**src/rtl/dstar_frame_tx.sv**
```systemverilog
// Serial framer: 64-bit word -> 10 bytes (A5 header, 8 payload bytes LSB first, XOR checksum),
// each byte 8N1 at CLKS_PER_BIT clocks per bit, followed by GAP_BITS idle-high bit times.
module dstar_frame_tx #(
  parameter int CLKS_PER_BIT = 4,
  parameter int GAP_BITS     = 2
) (
  input  logic        I_clk,
  input  logic        I_Rst,
  input  logic [63:0] I_data,
  input  logic        I_data_valid,
  output logic        O_tx_ready,
  output logic        O_txb,
  output logic        O_frame_done
);

  localparam int          CW       = (CLKS_PER_BIT > 1) ? $clog2(CLKS_PER_BIT) : 1;
  localparam logic [CW-1:0] CNT_LAST = CW'(CLKS_PER_BIT - 1);
  localparam logic [3:0]  GAP_LAST = (GAP_BITS > 0) ? 4'(GAP_BITS - 1) : 4'd0;

  typedef enum logic [2:0] {S_IDLE, S_START, S_DATA, S_STOP, S_GAP} state_e;

  state_e        state_q, state_d;
  logic [CW-1:0] clk_cnt_q, clk_cnt_d;
  logic [3:0]    bit_q, bit_d;
  logic [3:0]    byte_q, byte_d;
  logic [63:0]   data_q, data_d;
  logic [7:0]    csum_q, csum_d;
  logic          txb_q, txb_d;
  logic          rdy_q, rdy_d;
  logic          done_q, done_d;

  logic          accept, bit_end, last_byte;
  logic [7:0]    in_xor, cur_byte;
  logic [2:0]    pay_sel;

  assign accept    = (state_q == S_IDLE) && rdy_q && I_data_valid;
  assign bit_end   = (clk_cnt_q == CNT_LAST);
  assign last_byte = (byte_q == 4'd9);

  always_comb begin
    in_xor = '0;
    for (int i = 0; i < 8; i++) in_xor = in_xor ^ I_data[8*i +: 8];
  end

  // State register
  always_ff @(posedge I_clk or posedge I_Rst) begin
    if (I_Rst) begin
      state_q   <= S_IDLE;
      clk_cnt_q <= '0;
      bit_q     <= '0;
      byte_q    <= '0;
    end else begin
      state_q   <= state_d;
      clk_cnt_q <= clk_cnt_d;
      bit_q     <= bit_d;
      byte_q    <= byte_d;
    end
  end

  // Next state and counters
  always_comb begin
    state_d   = state_q;
    clk_cnt_d = clk_cnt_q;
    bit_d     = bit_q;
    byte_d    = byte_q;
    case (state_q)
      S_IDLE:  if (accept) state_d = S_START;
      S_START: if (bit_end) state_d = S_DATA;
      S_DATA:  if (bit_end && bit_q == 4'd7) state_d = S_STOP;
      S_STOP: begin
        if (bit_end) begin
          if (last_byte) begin
            state_d = (GAP_BITS == 0) ? S_IDLE : S_GAP;
          end else begin
            state_d = S_START;
            byte_d  = byte_q + 4'd1;
          end
        end
      end
      S_GAP:   if (bit_end && bit_q == GAP_LAST) state_d = S_IDLE;
      default: state_d = S_IDLE;
    endcase
    if (state_d != state_q) begin
      clk_cnt_d = '0;
      bit_d     = '0;
    end else if (state_q != S_IDLE) begin
      clk_cnt_d = bit_end ? '0 : clk_cnt_q + CW'(1);
      if (bit_end) bit_d = bit_q + 4'd1;
    end
    if (state_d == S_IDLE) byte_d = '0;
  end

  // Outputs: line level is computed for the state being entered so O_txb stays registered
  always_comb begin
    pay_sel  = 3'(byte_d - 4'd1);
    case (byte_d)
      4'd0:    cur_byte = 8'hA5;
      4'd9:    cur_byte = csum_q;
      default: cur_byte = data_q[{pay_sel, 3'b000} +: 8];
    endcase
    case (state_d)
      S_START: txb_d = 1'b0;
      S_DATA:  txb_d = cur_byte[bit_d[2:0]];
      default: txb_d = 1'b1;
    endcase
    rdy_d  = (state_d == S_IDLE);
    done_d = (state_q == S_STOP) && bit_end && last_byte;
    data_d = accept ? I_data : data_q;
    csum_d = accept ? in_xor : csum_q;
  end

  always_ff @(posedge I_clk or posedge I_Rst) begin
    if (I_Rst) begin
      data_q <= '0;
      csum_q <= '0;
      txb_q  <= 1'b1;
      rdy_q  <= 1'b0;
      done_q <= 1'b0;
    end else begin
      data_q <= data_d;
      csum_q <= csum_d;
      txb_q  <= txb_d;
      rdy_q  <= rdy_d;
      done_q <= done_d;
    end
  end

  assign O_txb        = txb_q;
  assign O_tx_ready   = rdy_q;
  assign O_frame_done = done_q;

endmodule

```
**config.mk**
```make
export PLATFORM = sky130hd
export DESIGN_NAME = dstar_frame_tx
export DESIGN_NICKNAME = d
export VERILOG_FILES = /design/src/rtl/dstar_frame_tx.sv
export SDC_FILE = /design/constraint.sdc
export NUM_CORES = 1
export LEC_CHECK = 0
export BUFFER_PORTS_ARGS = -buffer_cell sky130_fd_sc_hd__clkbuf_2
export CAP_MARGIN = 20
export CORE_UTILIZATION = 40
export DETAILED_ROUTE_END_ITERATION = 7
export SYNTH_ARGS = -nofsm -noshare
export SYNTH_HDL_FRONTEND = slang
export SYNTH_SLANG_ARGS = --single-unit
```
**constraint.sdc**
```tcl
create_clock -name I_clk -period 4.2 [get_ports I_clk]
set_input_delay 0.84 -clock I_clk [delete_from_list [all_inputs] [get_ports I_clk]]
set_output_delay 0.84 -clock I_clk [all_outputs]
set_load 0.01 [all_outputs]
```
# Word level (Yosys, flattened, before mapping)
# Index checks and enable logic that the tools add are counted.
# op_classes
n_bitwise,7
addsub,4
n_mux,21
eq_ne,12
n_reduce_logical,13
magnitude_cmp,1
shifts,1
# ops
cell,count
variable part select 64 x 7 -> 8 bit,1
XOR 8 bit,7
two-way mux 4 bit,7
two-way mux 3 bit,6
case mux 8 bit (2 select lines),1
case mux 3 bit (5 select lines),1
== test 3 x 2 -> 1 bit (second input constant),3
adder 4 x 1 -> 4 bit (second input constant),2
== test 4 bit (second input constant),2
== test 3 x 1 -> 1 bit (second input constant),2
logical AND 1 bit,6
logical NOT 3 bit,2
two-way mux 2 bit,3
== test 4 x 1 -> 1 bit (second input constant),1
== test 4 x 3 -> 1 bit (second input constant),1
logical NOT 4 bit,1
less-than comparator 3 x 4 -> 1 bit (second input constant),1
nonzero test 2 bit,2
binary-select mux 1 bit (select 3 bit),1
== test 3 bit (second input constant),1
inequality test 3 bit,1
nonzero test 3 bit,1
subtractor 3 x 1 -> 3 bit (second input constant),1
adder 2 x 1 -> 2 bit (second input constant),1
4 further kinds,4
# word_totals
output_inout_bits,3
inputBits,67
ff_bits,88

# Longest topological paths before layout
# logic_depth
depth_word,13
mapped_depth,19

# Worst setup path after synthesis
# Ideal clock, no wire load.
# synth_timing
path_kind,input port to flip-flop
startpoint,input I_data_valid
endpoint,register txb_q (netlist: O_txb)
arrival_time_ns,3.574
n_path_buf,3
slack_ns,0.537
stages,15
cell_sequence,and4bb_2 > o21bai_2 > and3_1 > buf_2 > nand2_1 > nand2_1 > ha_1 > clkbuf_1 > inv_1 > clkbuf_1 > mux4_2 > o21ai_0 > a22oi_1 > o2111ai_1 > o211ai_1
# synth_between
elab_chain_len,11
# synth_rtl
element,line,text
"start, declared",10,"input logic I_data_valid,"
logical AND 1 bit (*),36,assign accept = (state_q == S_IDLE) && rdy_q && I_data_valid;
two-way mux 3 bit (*),67,S_IDLE: if (accept) state_d = S_START;
case mux 3 bit (5 select lines) (*),66,case (state_q)
logical NOT 3 bit,90,if (state_d == S_IDLE) byte_d = '0;
two-way mux 4 bit,90,
subtractor 3 x 1 -> 3 bit,95,pay_sel = 3'(byte_d - 4'd1);
variable part select 64 x 7 -> 8 bit,99,"default: cur_byte = data_q[{pay_sel, 3'b000} +: 8];"
case mux 8 bit (2 select lines),96,case (byte_d)
binary-select mux 1 bit (select 3 bit),103,S_DATA: txb_d = cur_byte[bit_d[2:0]];
two-way mux 1 bit (implied by the code),103,
case mux 1 bit (2 select lines) (*),101,case (state_d)
named net txb_d,28,"logic txb_q, txb_d;"
"end signal, assigned",122,txb_q <= txb_d;
"end, declared",28,
# The timed path passes the listed nets; every way through them passes the cells marked *. The select of a mux whose other input is x is not followed.
# A chain may end at the register's enable or synchronous reset.

# Worst setup path in the final report
# layout_timing
startpoint,register clk_cnt_q[0]
endpoint,register txb_q (netlist: O_txb)
# layout_between
elab_chain_len,12
# layout_rtl
element,line,text
"start, declared",23,"logic [CW-1:0] clk_cnt_q, clk_cnt_d;"
"start signal, assigned",54,clk_cnt_q <= clk_cnt_d;
== test 2 bit (*),37,assign bit_end = (clk_cnt_q == CNT_LAST);
logical AND 1 bit (on tied branches),"80, 69",
two-way mux 3 bit (on tied branches),"80, 69",
case mux 3 bit (5 select lines),66,
logical NOT 3 bit,90,
two-way mux 4 bit,90,
subtractor 3 x 1 -> 3 bit,95,
variable part select 64 x 7 -> 8 bit,99,
case mux 8 bit (2 select lines),96,
binary-select mux 1 bit (select 3 bit),103,
two-way mux 1 bit (implied by the code),103,
case mux 1 bit (2 select lines) (*),101,
named net txb_d,28,
# Marked as above.

==> metrics.txt <==
status=finished, final reports clean; DIE AREA=approximately 13000 µm²; # IOs=70; remaining antenna violation count after routing=0; Via density=5.32; ys async rst share=100%; all-layer global routing usage=20.0%; Critical Path Source Type=flip-flop; mux cell area share after synthesis=between 10% and 20%; Diodes inserted=0; Max Clk Rate=0.270 GHz; Syn Area/Cell=11.1 µm²; worst endpoint data arrival time=3.97 ns; final net count=approximately 600; Crit path depth=16; dpl ws=0.413 ns; compound-cell area share of the yosys netlist=11.2%; Vias=3721; commonest non-fill, non-tap cell in the layout=dfrtp_1; peak supply drop=186 µV; Relative slew margins=34.4%; critical path type=flip-flop to flip-flop; Slew Viols, Final=0; CP most frequent cell=nand2_1; pin count of the biggest net entering global routing=82; worst hold path type=input pin to async pin; DP HPWL=8840 µm; die width=115 µm; Slew @ Worst Pin=between 0.9 and 1 ns; remaining global-route overflow=0; total power=1.82 mW; leak pwr=~2.8 nW; final worst-path cycle share=88.3%; post-synthesis simple-gate area fraction=around 11%; CTS tree=done; number of DRC markers in iteration 0=197; post-route cell area=5930 µm²; vias in the first global route=roughly 4000; Worst Path Max Fanout=10; clk root buf=clkbuf_16; area of the core=12200 µm²; Remaining DRCs=0; Max-Cap Viols=0; Final setup violation count=0; Top FF cell, synth=dfrtp_1; routability cong.=0.848; per-cell routed wire length=approximately 17 µm; setup TNS=0 ns; Post-Syn Area=5100 µm²; post-synthesis adder-cell area fraction=around 1.7%; xor and xnor area share after synthesis=a little over a tenth; clock latency on the worst-skew pair=0.34 ns; H-tree depth reported by CTS=3; WP data required=4.46 ns; EDFF count, synth=0; cell area after placement=5640 µm²; Row Count=40; PD cells=306 nW/µm²; cts bufs inserted=9; drt first pass iters=4; highest-delay cell along the critical path=dfrtp_1; total wire length=11900 µm; Ys Warns=0; Final WS setup=0.493 ns; largest family of logic cells by synthesized area=multiplexers; Clock Skew=0.00518 ns; sequential share of the synthesized area=43.2%; Chip Height=around 110 µm; Synthesized Nets=533; CTS clock-pin slew for the worst setup and hold paths=0.06 ns; layout cells sized above 1=34.0%; Hold Vio Cnt, Final=0; commonest non-fill, non-tap cells in the layout=dfrtp_1 (87), clkbuf_2 (69), mux2_2 (64), xnor2_1 (58), nor2_1 (30); min Tclk post-route=3.71 ns; first-pass GRT wire length=around 20000 µm; Unique masters post-synth=64; Synth Register Bits=between 80 and 90; Crit path buffers/inverters=1; # resized after CTS=0; initial antenna violation count=0; Hold-fix buffers, CTS=0; CTS Sinks=88; Cells after Synth=459; Area growth syn-to-layout=16.2%; Slowest Stage Delay on Critical Path=0.37 ns; Clock Tree Buf Depth=2; Top delay family on crit path=simple AND/OR/NAND/NOR gates; IO Port Bufs=69; Hold WS=0.496 ns; Starting Density=41.8%; depth of the most critical reg-to-reg path=16; CP Cell Sequence=ha_1 > and4bb_2 > nand4b_1 > and3_1 > nand2_1 > nand2_1 > ha_1 > buf_4 > nand2_1 > nor3_1 > mux2i_1 > o211a_1 > a221oi_1 > nand2b_1 > nand4_1 > o211ai_1; Crit. End Element=flip-flop; Setup Fix Bufs, Post-CTS=0; RSZ-0062 raised after global routing=false
[power breakdown]
part / internal [mW] / switching [mW] / total, mW / leakage, nW
registers: 0.848 / 0 / 0.848 / 1.20
logic: 0.0821 / 0.0843 / 0.166 / 1.43
clock network: 0.479 / 0.322 / 0.801 / 0.141
total: 1.41 / 0.406 / 1.82 / 2.77
[layout make-up]
cell class	count	area, µm²
multi-input cells	334	2740
clock inverters	2	38.8
inverters	16	66.3
repair buffers	78	413
fillers	1161	6280
well taps	168	210
flip-flops and latches	88	2200
clock buffers	14	254
[cell families after synthesis]
group	count (synthesis)
AO/OA/AOI/OAI	79
XOR/XNOR	62
adder cells (fa/ha/maj)	7
buffers and inverters	37
flip-flops	88
multiplexers	78
AND/OR/NAND/NOR	108
[Yosys cell counts (all sizes together), types with 5 or more instances]
cell type	number	area, µm²
clkbuf	17	65.1
a21oi	21	105
mux2i	5	50.1
nand4	5	31.3
nor3	17	85.1
a211oi	7	62.6
o21ai	12	60.1
dfrtp	87	2180
ha	7	87.6
o211ai	5	37.5
nand2	19	71.3
xnor2	58	508
nor2	30	113
mux4	8	180
mux2	65	736
inv	16	65.1
o221ai	5	43.8
[flip-flops by register name, indices dropped and copies added, names as in the netlist]
signal        cells
bit_q             4
data_q           64
O_txb             1
clk_cnt_q         2
O_frame_done      1
byte_q            4
state_q           3
csum_q            8
O_tx_ready        1
[worst paths after layout]
check / from / endpoint / slack [ns]
setup / recovery: clk_cnt_q[0] / O_txb / 0.49
hold / removal: I_Rst / csum_q[1] / 0.50
setup reg to reg: clk_cnt_q[0] / O_txb / 0.49
hold reg to reg: data_q[20] / data_q[20] / 0.50
max in group asynchronous: I_Rst / O_txb / 2.86
min in group I_clk: data_q[20] / data_q[20] / 0.50
[routing by layer]
metal,vias up,wire length [µm],GRT usage (%)
li1,1802,-,-
met1,1824,5540,26.7
met2,82,5710,32.3
met3,13,478,4.69
met4,0,146,6.32
met5,-,0,0
[per-stage QoR]
stage | cells | utilization, %
2_1_floorplan | 459 | -
3_3_place_gp | 684 | 46.2
3_5_place_dp | 684 | 46.2
4_1_cts | 700 | 48.6
5_1_grt | 700 | 48.6
6_report | 700 | 48.6
Power figures use the tool's default switching activity.
